## src/rtl/spi_pkg.sv

```systemverilog
// spi_pkg: SPI receive state encoding and default word/preamble sizes shared with the master.
package spi_pkg;
    typedef enum logic [1:0] {IDLE, SKIP, SHIFT} spi_rx_state_t;
    localparam int SPI_DATA_W     = 8;
    localparam int SPI_SKIP_EDGES = 1;
endpackage

```

## src/rtl/spi_rx_fifo.sv

```systemverilog
// spi_rx_fifo: show-ahead receive FIFO; a push that finds it full with no pop is dropped and flagged.
module spi_rx_fifo
    import spi_pkg::*;
#(
    parameter int DATA_W = SPI_DATA_W,
    parameter int DEPTH  = 4
) (
    input  logic              clk_i,
    input  logic              rst_ni,
    input  logic              push_i,
    input  logic [DATA_W-1:0] data_i,
    input  logic              ready_i,
    output logic              valid_o,
    output logic [DATA_W-1:0] data_o,
    output logic              overrun_o
);
    localparam int AW = $clog2(DEPTH);
    localparam int PW = AW + 1;
    logic [DATA_W-1:0] mem_q [DEPTH];
    logic [PW-1:0]     wr_q, rd_q;
    logic              empty, full, pop, wr_en, overrun_q;
    assign empty = wr_q == rd_q;
    assign full  = PW'(wr_q - rd_q) == PW'(DEPTH);
    assign pop   = ~empty & ready_i;
    // the slot freed by a pop this cycle can take the incoming word
    assign wr_en = push_i & (~full | pop);
    always_ff @(posedge clk_i or negedge rst_ni) begin
        if (!rst_ni) begin
            wr_q      <= '0;
            rd_q      <= '0;
            overrun_q <= 1'b0;
        end else begin
            wr_q      <= wr_q + PW'(wr_en);
            rd_q      <= rd_q + PW'(pop);
            overrun_q <= push_i & full & ~pop;
        end
    end
    always_ff @(posedge clk_i) begin
        if (wr_en) mem_q[wr_q[AW-1:0]] <= data_i;
    end
    assign valid_o   = ~empty;
    assign data_o    = empty ? '0 : mem_q[rd_q[AW-1:0]];
    assign overrun_o = overrun_q;
endmodule

```

## src/rtl/spi_slave_rx.sv

```systemverilog
// spi_slave_rx: oversampling SPI receiver with preamble skip and valid/ready output.
// Defining SPI_RX_FIFO_EN replaces the single holding register with a spi_rx_fifo.
module spi_slave_rx
    import spi_pkg::*;
#(
    parameter int DATA_W      = SPI_DATA_W,
    parameter int SYNC_STAGES = 2,
    parameter int SKIP_EDGES  = SPI_SKIP_EDGES,
    parameter int FIFO_DEPTH  = 4
) (
    input  logic              clk_i,
    input  logic              rst_ni,
    input  logic              sclk_i,
    input  logic              cs_i,
    input  logic              mosi_i,
    output logic [DATA_W-1:0] rx_data_o,
    output logic              rx_valid_o,
    input  logic              rx_ready_i,
    output logic              frame_err_o,
    output logic              overrun_o,
    output logic              busy_o
);
    localparam int BW  = $clog2(DATA_W);
    localparam int SKW = SKIP_EDGES > 1 ? $clog2(SKIP_EDGES) : 1;
    if (SYNC_STAGES < 2 || FIFO_DEPTH < 2 || (FIFO_DEPTH & (FIFO_DEPTH - 1)) != 0) begin : g_bad_cfg
        $error("spi_slave_rx: SYNC_STAGES must be >= 2 and FIFO_DEPTH a power of 2 >= 2");
    end
    logic [SYNC_STAGES-1:0] sclk_sync_q, cs_sync_q, mosi_sync_q, settle_q;
    logic                   sclk_prev_q, cs_prev_q, armed_q;
    logic                   sclk_s, cs_s, mosi_s, rise, cs_rise, cs_fall;
    always_ff @(posedge clk_i or negedge rst_ni) begin
        if (!rst_ni) begin
            sclk_sync_q <= '0;
            cs_sync_q   <= '1;
            mosi_sync_q <= '0;
            settle_q    <= '0;
            sclk_prev_q <= 1'b0;
            cs_prev_q   <= 1'b1;
            armed_q     <= 1'b0;
        end else begin
            sclk_sync_q <= {sclk_sync_q[SYNC_STAGES-2:0], sclk_i};
            cs_sync_q   <= {cs_sync_q[SYNC_STAGES-2:0], cs_i};
            mosi_sync_q <= {mosi_sync_q[SYNC_STAGES-2:0], mosi_i};
            settle_q    <= {settle_q[SYNC_STAGES-2:0], 1'b1};
            sclk_prev_q <= sclk_s;
            cs_prev_q   <= cs_s;
            armed_q     <= armed_q | (settle_q[SYNC_STAGES-1] & cs_s);
        end
    end
    assign sclk_s  = sclk_sync_q[SYNC_STAGES-1];
    assign cs_s    = cs_sync_q[SYNC_STAGES-1];
    assign mosi_s  = mosi_sync_q[SYNC_STAGES-1];
    assign rise    = sclk_s & ~sclk_prev_q;
    assign cs_rise = cs_s & ~cs_prev_q;
    // a select that was already low when reset released must go high before a frame is accepted
    assign cs_fall = armed_q & ~cs_s & cs_prev_q;
    spi_rx_state_t     state_q;
    logic [DATA_W-1:0] shift_q, word_d;
    logic [BW-1:0]     bit_cnt_q;
    logic [SKW-1:0]    skip_cnt_q;
    logic              frame_err_q, push_d;
    assign word_d = {shift_q[DATA_W-2:0], mosi_s};
    assign push_d = state_q == SHIFT && rise && !cs_rise && bit_cnt_q == BW'(DATA_W - 1);
    always_ff @(posedge clk_i or negedge rst_ni) begin
        if (!rst_ni) begin
            state_q     <= IDLE;
            shift_q     <= '0;
            bit_cnt_q   <= '0;
            skip_cnt_q  <= '0;
            frame_err_q <= 1'b0;
        end else if (cs_rise) begin
            state_q     <= IDLE;
            shift_q     <= '0;
            bit_cnt_q   <= '0;
            skip_cnt_q  <= '0;
            frame_err_q <= state_q == SHIFT && bit_cnt_q != '0;
        end else begin
            frame_err_q <= 1'b0;
            case (state_q)
                IDLE: begin
                    shift_q    <= '0;
                    bit_cnt_q  <= '0;
                    skip_cnt_q <= '0;
                    if (cs_fall) state_q <= SKIP_EDGES == 0 ? SHIFT : SKIP;
                end
                SKIP: if (rise) begin
                    skip_cnt_q <= skip_cnt_q == SKW'(SKIP_EDGES - 1) ? '0 : skip_cnt_q + 1'b1;
                    state_q    <= skip_cnt_q == SKW'(SKIP_EDGES - 1) ? SHIFT : SKIP;
                end
                SHIFT: if (rise) begin
                    shift_q   <= word_d;
                    bit_cnt_q <= bit_cnt_q == BW'(DATA_W - 1) ? '0 : bit_cnt_q + 1'b1;
                end
                default: state_q <= IDLE;
            endcase
        end
    end
    assign frame_err_o = frame_err_q;
    assign busy_o      = ~cs_s;
`ifdef SPI_RX_FIFO_EN
    spi_rx_fifo #(.DATA_W(DATA_W), .DEPTH(FIFO_DEPTH)) u_fifo (
        .clk_i    (clk_i),
        .rst_ni   (rst_ni),
        .push_i   (push_d),
        .data_i   (word_d),
        .ready_i  (rx_ready_i),
        .valid_o  (rx_valid_o),
        .data_o   (rx_data_o),
        .overrun_o(overrun_o)
    );
`else
    logic [DATA_W-1:0] rx_data_q;
    logic              rx_valid_q, overrun_q, hold;
    assign hold = rx_valid_q & ~rx_ready_i;
    always_ff @(posedge clk_i or negedge rst_ni) begin
        if (!rst_ni) begin
            rx_data_q  <= '0;
            rx_valid_q <= 1'b0;
            overrun_q  <= 1'b0;
        end else begin
            overrun_q <= push_d & hold;
            if (push_d && !hold) begin
                rx_data_q  <= word_d;
                rx_valid_q <= 1'b1;
            end else if (rx_valid_q && rx_ready_i) begin
                rx_valid_q <= 1'b0;
            end
        end
    end
    assign rx_data_o  = rx_data_q;
    assign rx_valid_o = rx_valid_q;
    assign overrun_o  = overrun_q;
`endif
endmodule

```

## config.mk

```make
export PLATFORM = sky130hd
export DESIGN_NAME = spi_slave_rx
export DESIGN_NICKNAME = d
export VERILOG_FILES = /design/src/rtl/spi_pkg.sv /design/src/rtl/spi_rx_fifo.sv /design/src/rtl/spi_slave_rx.sv
export SDC_FILE = /design/constraint.sdc
export NUM_CORES = 1
export LEC_CHECK = 0
export BUFFER_PORTS_ARGS = -buffer_cell sky130_fd_sc_hd__buf_2
export CAP_MARGIN = 20
export CORE_MARGIN = 10
export CORE_UTILIZATION = 52
export CTS_BUF_LIST = sky130_fd_sc_hd__clkbuf_2 sky130_fd_sc_hd__clkbuf_4 sky130_fd_sc_hd__clkbuf_8
export CTS_CLUSTER_SIZE = 25
export DETAILED_ROUTE_END_ITERATION = 10
export PLACE_DENSITY = 0.86
export SLEW_MARGIN = 20
export SYNTH_ARGS = -nofsm -noshare
export SYNTH_HDL_FRONTEND = slang
export SYNTH_SLANG_ARGS = --single-unit
```

## constraint.sdc

```tcl
create_clock -name clk_i -period 1.6 [get_ports clk_i]
set_input_delay 0.16 -clock clk_i [delete_from_list [all_inputs] [get_ports clk_i]]
set_output_delay 0.16 -clock clk_i [all_outputs]
set_load 0.1 [all_outputs]
```

* Word level (Yosys, flattened, before mapping) *
Cells that the tools add are included.

cells by class
  add/subtract/negate cells = 2
  equality and inequality tests = 7
  mux-type cells = 19
  bitwise gates (word level) = 12
  reductions and logical operators = 16

operators by type and width
  cell                                                                   number
  7-bit two-way mux                                                      2
  7-bit case mux with 2 select lines                                     1
  3-bit two-way mux                                                      3
  3-bit != test, second input constant                                   3
  3-bit nonzero test                                                     3
  2-bit two-way mux                                                      4
  1-bit AND                                                              7
  1-bit logical AND                                                      6
  1-bit two-way mux                                                      6
  2-bit case mux with 3 select lines                                     1
  3-bit case mux with 2 select lines                                     1
  1-bit NOT                                                              4
  2-bit AND reduction                                                    2
  3-bit by 1-bit adder with 3-bit output, second input constant          1
  3-bit equality test, second input constant                             1
  3-bit AND reduction                                                    1
  2-bit by 1-bit equality test with 1-bit output, second input constant  1
  2-bit equality test, second input constant                             1
  1-bit zero test                                                        2
  2-bit zero test                                                        1
  2-bit != test, second input constant                                   1
  1-bit case mux with 2 select lines                                     1
  2-bit nonzero test                                                     1
  1-bit adder, second input constant                                     1
  1-bit OR                                                               1

storage, ports and cells
  register bits = 35
  input bits = 6
  output and inout bits = 12
  word-level logic and storage cells = 71

* Depth between registers and ports, before layout *
Gate-level depths: netlist of run 1.

  depth after elaboration = 7
  depth in mapped cells = 5
  gate-level depth less buffers = 4

* Worst setup path after synthesis of run 1 *
Ideal clock, no wire load.

  kind = register -> register
  start point = reg rx_valid_q, in the netlist rx_valid_o
  end point = reg rx_data_q[0], in the netlist rx_data_o[0]
  setup time = 0.126 ns
  arrival = 1.771 ns
  data required time = 1.474 ns
  path slack = -0.297 ns
  stages on the path, launching flop included = 5
  buffers on the path = 1
  period minus slack after synthesis = 1.897 ns
  cells stage by stage = dfrtp_1 > nor2b_1 > and3b_1 > buf_6 > mux2_4

on the way
  word-level cells in the longest chain between the ends = 3

ends and longest elaborated chain
  item                      line                 RTL
  start: declaration        spi_slave_rx.sv:113  logic rx_valid_q, overrun_q, hold;
  start signal: assignment  spi_slave_rx.sv:118  rx_valid_q <= 1'b0;
  start signal: assignment  spi_slave_rx.sv:124  rx_valid_q <= 1'b1;
  start signal: assignment  spi_slave_rx.sv:126  rx_valid_q <= 1'b0;
  1-bit AND                 spi_slave_rx.sv:114  assign hold = rx_valid_q & ~rx_ready_i;
  1-bit zero test           spi_slave_rx.sv:122  if (push_d && !hold) begin
  1-bit logical AND         spi_slave_rx.sv:122
  end signal: assignment    spi_slave_rx.sv:123  rx_data_q <= word_d;
  end: declaration          spi_slave_rx.sv:112  logic [DATA_W-1:0] rx_data_q;

Every way passes these cells.
A chain may end at the register's enable or synchronous reset.

* Final worst setup path of run 1 *
  start point = reg bit_cnt_q[0]
  end point = reg rx_data_q[4], in the netlist rx_data_o[4]

on the way
  word-level cells in the longest chain between the ends = 3

ends and longest elaborated chain
  item                      line                 RTL
  start: declaration        spi_slave_rx.sv:59   logic [BW-1:0] bit_cnt_q;
  start signal: assignment  spi_slave_rx.sv:92   bit_cnt_q <= bit_cnt_q == BW'(DATA_W - 1) ? '0 : bit_cnt_q + 1'b1;
  3-bit equality test       spi_slave_rx.sv:63   assign push_d = state_q == SHIFT && rise && !cs_rise && bit_cnt_q == BW'(DATA_W - 1);
  1-bit logical AND         spi_slave_rx.sv:63
  1-bit logical AND         spi_slave_rx.sv:122

Every way passes these cells.

==> results of run 1 <==
-- path summary, 6_finish.rpt --
check                        startpoint            to  cells past startpoint
hold reg to reg             settle_q[0]   settle_q[1]                      0
min in group asynchronous        rst_ni  rx_data_o[7]                      2
setup / recovery           bit_cnt_q[0]  rx_data_o[4]                      5
setup reg to reg           bit_cnt_q[0]  rx_data_o[4]                      5
hold / removal               rx_ready_i    rx_valid_o                      3
max in group asynchronous        rst_ni  cs_sync_q[1]                      3
-- power breakdown --
group | switching [W] | internal, W
Combinational | 0.0000865 | 0.0000769
Clock | 0.000279 | 0.000230
Sequential | 0.0000159 | 0.000887
Total | 0.000381 | 0.00119
-- worst reg2reg max path, delay by kind of cell, from the launching register on --
kind,cells,cell delay (ps)
multiplexers,1,290
AND/OR/NAND/NOR,1,220
adder cells (fa/ha/maj),2,370
buffers and inverters,1,150
flip-flops,1,410
-- routing by layer --
layer,vias to the layer above,global-route usage [%],part of all wire (%)
met3,4,4.71,5.0
li1,367,-,-
met5,-,0,0
met4,0,5.22,1.3
met1,392,11.9,41
met2,15,19.0,53
-- sequential cells by signal, indices dropped and copies added, names as in the netlist, 2 cells and up --
name         cells
mosi_sync_q      2
state_q          2
settle_q         2
cs_sync_q        2
rx_data_o        8
shift_q          7
sclk_sync_q      2
bit_cnt_q        3
-- placed cells by master (no fill, tap or decap), types with 2 or more instances in the layout --
cell	count
clkbuf_4	6
buf_4	15
inv_1	3
dlygate4sd3_1	4
buf_2	17
a21o_1	2
nor3_1	2
dfstp_2	3
dfrtp_1	30
a21oi_1	2
nor2b_1	2
a22o_1	9
nand2b_1	2
mux2_4	8
-- cell families (layout without fill, tap and decap cells) --
kind of cell / count (synthesis) / in the layout / synth area share, %
flops: 34 / 34 / 66.7
fa+ha+maj: 3 / 3 / 2.93
mux: 9 / 9 / 10.2
buf+inv: 5 / 48 / 2.15
compound gates: 14 / 14 / 8.59
simple gates: 16 / 16 / 9.18
other cells: 1 / 1 / 0.293
-- per-stage QoR --
stage / setup TNS (ps) / instances
after global routing: 0 / 153
after detailed placement: -1360 / 138
final: 0 / 153
after floorplan: 0 / 82
after CTS: 0 / 151
after global placement: -872 / 138
-- layout make-up --
cell class / count / area, um^2
tap: 28 / 35.0
timing repair buffer: 37 / 258
sequential: 34 / 858
inverter: 3 / 11.3
clock buffer: 7 / 58.8
fill: 162 / 634
clock inverter: 1 / 5.00
multi-input combinational: 43 / 415
-- timing repair --
item                       4_1_cts  5_1_grt
pin swaps                        1        3
hold buffers                     4        0
hold endpoints to repair        16        0
setup buffers                    1        2
gates cloned                     0        0
setup endpoints to repair        8        9
gates resized for setup          2        2
==> results.sh, run 1 <==
export IMPL_cts_tree="built"
export IMPL_crit_family="flip-flops"
export IMPL_whs_ps=142
export IMPL_grt_pass1_vias=891
export IMPL_synth_area_um2=1280
export IMPL_dieArea_um2=4850
export IMPL_synth_area_top_cells="dfrtp_1 (61%), mux2_4 (9.4%), dfstp_2 (6.2%)"
export IMPL_drtAntennaViolNets=0
export IMPL_max_stage_delay_ps=410
export IMPL_grt_max_degree=22
export IMPL_setup_slack_ps=53.9
export IMPL_setup_viol=0
export IMPL_cp_start_kind="register"
export IMPL_ys_ff_latch=34
export IMPL_first_pass_iters=4
export IMPL_synth_top_area_share_pct=60.5
export IMPL_numCtsBuffers=5
export IMPL_avgSynthCellArea_um2=15.6
export IMPL_r2r_setup_slack_ps=50
export IMPL_yosys_warnings=0
export IMPL_hold_path_class="primary input to register"
export IMPL_critical_path_arrival_ps=1780
export IMPL_grt_total_usage_pct=11.3
export IMPL_cp_num_buf_inv=1
export IMPL_fmax_mhz=647
export IMPL_drc=0
export IMPL_row_count=17
export IMPL_crit_slowest_cell="dfrtp_1"
export IMPL_drtIter0Drc=25
export IMPL_place_area_um2=1490
export IMPL_gp_congestion=0.764
export IMPL_die_w_um=69.6
export IMPL_clockBufferDepth=2
export IMPL_htreeDepth=2
export IMPL_clk_latency_ps=340
export IMPL_synthCells=82
export IMPL_port_buffers=17
export IMPL_hpwl_um=1680
export IMPL_grt_pass1_wl_um=4420
export IMPL_coreArea_um2=2280
export IMPL_finalCritPeriodShare_pct=96.6
export IMPL_worstPathMaxFanout=8
export IMPL_p_total_w=0.00158
export IMPL_place_ws_ps=-176
export IMPL_yosysTopAreaCell="dfrtp_1"
export IMPL_synth_nets=91
export IMPL_nets=133
export IMPL_seq_area_frac_synth_pct=66.7
export IMPL_wl_per_cell_um=16.5
export IMPL_power_density_nw_per_um2=960
export IMPL_antenna_found_initial=0
export IMPL_synth_most_common_cell="dfrtp_1"
export IMPL_postLayoutCellArea_um2=1640
export IMPL_outcome="complete, no violations"
export IMPL_drive_above_1_share_pct=48.0
export IMPL_ir_worst_vdd_v=0.000779
export IMPL_vias_per_cell=5.08
export IMPL_timing_final_hold_violations=0
export IMPL_grt_overflow_total=0
export IMPL_ys_types=26
export IMPL_fin_skew_ps=11.8
export IMPL_areaGrowthSynthToFinish_pct=28.1
export IMPL_p_leak_nw=0.843
export IMPL_async_flop_share_pct=100
export IMPL_drt_total_wl_um=2520
export IMPL_cap_violations=0
export IMPL_setup_worst_path_class="register to register"
export IMPL_antenna_cells=0
export IMPL_clkTransAtPathRegs_ps=100
export IMPL_ys_flop_type="dfrtp_1"
export IMPL_endpoint_kind="register"
export IMPL_cts_sinks=34
export IMPL_synth_common_cells="dfrtp_1 (31), a22o_1 (9), mux2_4 (8)"
export IMPL_crit_chain="ha_2 -> ha_4 -> and3b_2 -> buf_12 -> mux2_4"
export IMPL_synth_edf_count=0
export IMPL_crit_required_ps=1830
export IMPL_ioPinCount=18
export IMPL_die_h_um=69.6
export IMPL_utilization_pct=72.1
export IMPL_start_util_pct=56.3
export IMPL_dr_total_vias=778
export IMPL_root_buffer="clkbuf_4"
export IMPL_rsz0062_at_grt="no"
export IMPL_fin_crit_ps=1550
export IMPL_drv_slew=0
No activity file was read; power rests on OpenSTA's default activity.
==> inputs of run 2 (changes only) <==
--- a/config.mk
+++ b/config.mk
@@ -6,8 +6,7 @@
 export NUM_CORES = 1
 export LEC_CHECK = 0
 export BUFFER_PORTS_ARGS = -buffer_cell sky130_fd_sc_hd__buf_2
-export CAP_MARGIN = 20
-export CORE_MARGIN = 10
+export CAP_MARGIN = 5
 export CORE_UTILIZATION = 52
 export CTS_BUF_LIST = sky130_fd_sc_hd__clkbuf_2 sky130_fd_sc_hd__clkbuf_4 sky130_fd_sc_hd__clkbuf_8
 export CTS_CLUSTER_SIZE = 25
==> run 2 against run 1 <==
- clock power shrank 4%
- critical path depth is the same
- core utilization is the same
- register-to-register slack lost 30 ps
- largest power group unchanged
- routed wire length shrank 9.2%
- clock-buffer cell count is the same
- largest cell class unchanged
- non-clock buffer count is the same
- critical path type unchanged
==> results.sh, run 2 (synthesis results as in run 1) <==
export IMPL_reg2reg_to="rx_data_o[4]"
export IMPL_antenna_cells=0
export IMPL_drtIter0Drc=6
export IMPL_antenna_found_initial=0
export IMPL_finalCritPeriodShare_pct=98.6
export IMPL_row_count=17
export IMPL_vias_per_cell=5.21
export IMPL_crit_slowest_cell="dfrtp_1"
export IMPL_nets=133
export IMPL_fin_crit_ps=1580
export IMPL_grt_pass1_wl_um=3860
export IMPL_setup_worst_path_class="register to register"
export IMPL_worstHoldStart="rx_ready_i"
export IMPL_hpwl_um=1610
export IMPL_final_common_cell="dfrtp_1"
export IMPL_first_pass_iters=4
export IMPL_port_buffers=17
export IMPL_cts_sinks=34
export IMPL_worstHoldPathCells=3
export IMPL_clk_latency_ps=330
export IMPL_crit_chain="ha_1 -> ha_2 -> and3b_2 -> buf_12 -> mux2_4"
export IMPL_htreeDepth=2
export IMPL_min_to="rx_valid_o"
export IMPL_root_buffer="clkbuf_4"
export IMPL_grt_pass1_vias=847
export IMPL_multiInputGateArea_um2=403
export IMPL_largest_reg_flops=8
export IMPL_clockBufferDepth=2
export IMPL_drc=0
export IMPL_ioPinCount=18
export IMPL_critical_path_arrival_ps=1790
export IMPL_outcome="complete, no violations"
export IMPL_setup_viol=0
export IMPL_timing_final_hold_violations=0
export IMPL_fmax_mhz=634
export IMPL_drive_above_1_share_pct=47.2
export IMPL_endpoint_kind="register"
export IMPL_drt_total_wl_um=2290
export IMPL_cap_violations=0
export IMPL_grt_max_degree=20
export IMPL_gp_congestion=0.748
export IMPL_coreArea_um2=2280
export IMPL_cp_start_kind="register"
export IMPL_clkTransAtPathRegs_ps=100
export IMPL_layout_common_cells="dfrtp_1 (30), buf_2 (17), buf_4 (14)"
export IMPL_seq_area_um2=858
export IMPL_reg2reg_depth=5
export IMPL_start_util_pct=56.3
export IMPL_drtAntennaViolNets=0
export IMPL_drv_slew=0
export IMPL_grt_total_usage_pct=21.4
export IMPL_whs_ps=147
export IMPL_max_stage_delay_ps=390
export IMPL_nFillCells=153
export IMPL_wl_per_cell_um=15.0
export IMPL_power_density_nw_per_um2=956
export IMPL_hold_path_class="primary input to register"
export IMPL_ir_worst_vdd_v=0.000888
export IMPL_grt_overflow_total=0
export IMPL_crit_required_ps=1810
export IMPL_die_w_um=51.6
export IMPL_areaGrowthSynthToFinish_pct=28.1
export IMPL_p_leak_nw=0.850
export IMPL_worstPathMaxFanout=8
export IMPL_rr_startpoint="bit_cnt_q[0]"
export IMPL_utilization_pct=72.1
export IMPL_dr_total_vias=797
export IMPL_fin_skew_ps=9.70
export IMPL_cts_tree="built"
export IMPL_dieArea_um2=2670
export IMPL_numCtsBuffers=5
export IMPL_die_h_um=51.6
export IMPL_r2r_setup_slack_ps=20
run 2: changes by cell type in the layout (fill, tap and decap cells not counted):
| cell | before | now |
|---|---|---|
| buf_12 | 1 | 2 |
| buf_4 | 15 | 14 |
| ha_1 | 1 | 2 |
| ha_4 | 1 | 0 |
run 2: stage by stage:
| stage | std cells | TNS (ps) | area, um^2 | setup WS [ps] | power, W |
|---|---|---|---|---|---|
| 3_5_place_dp | 138 | -1230 | 1500 | -167 | 0.00108 |
| 4_1_cts | 151 | 0 | 1620 | 10.2 | 0.00158 |
| 3_3_place_gp | 138 | -828 | 1500 | -110 | 0.00107 |
| 5_1_grt | 153 | -2.66 | 1640 | -2.66 | 0.00164 |
| 2_1_floorplan | 82 | 0 | 1280 | 27.8 | 0.000992 |
| 6_report | 153 | 0 | 1640 | 22.3 | 0.00157 |
run 2: per-layer routing:
| metal | part of all wire, % | track usage [%] | vias to the layer above |
|---|---|---|---|
| met2 | 54 | 35.1 | 18 |
| met5 | 0 | 0 | - |
| li1 | - | - | 367 |
| met1 | 41 | 24.6 | 405 |
| met4 | 2.5 | 14.4 | 0 |
| met3 | 3.0 | 5.56 | 7 |
run 2: area by class of cell:
type	instances	area share (%)
flip-flops and latches	34	52.3
multi-input cells	43	24.5
repair buffers	37	16.5
clock buffers	7	3.58
well taps	28	2.13
inverters	3	0.686
clock inverters	1	0.305
run 2: report_power, final:
part / total (W) / leakage, nW / switching (W) / internal, W
clock: 0.000491 / 0.0387 / 0.000261 / 0.000230
sequential: 0.000902 / 0.440 / 0.0000144 / 0.000887
combinational: 0.000177 / 0.372 / 0.0000929 / 0.0000839
run 2: worst max-delay path: cells and delay by family, from the launching register on:
family	cells	cell delay (ps)
muxes	1	300
DFF	1	390
adders and majority gates	2	390
and+or+nand+nor	1	230
buffers and inverters	1	140
run 2: how the worst max path moves through the flow:
stage	startpoint	end	slack, ps	cells after the start
floorplan	rx_valid_o	rx_data_o[0]	30	4
global placement	cs_prev_q	rx_data_o[3]	-110	4
detailed placement	cs_prev_q	rx_data_o[4]	-170	4
CTS	bit_cnt_q[0]	rx_data_o[4]	10	5
global route	bit_cnt_q[0]	rx_data_o[4]	-3	5
finish	bit_cnt_q[0]	rx_data_o[4]	20	5
run 2: repair_timing:
item                                    in CTS  in global routing
resized for setup                            1                  1
hold buffers                                 4                  0
setup buffers                                1                  2
endpoints found under the setup margin       8                  8
endpoints found under the hold margin       18                  0
pin swaps                                    1                  2
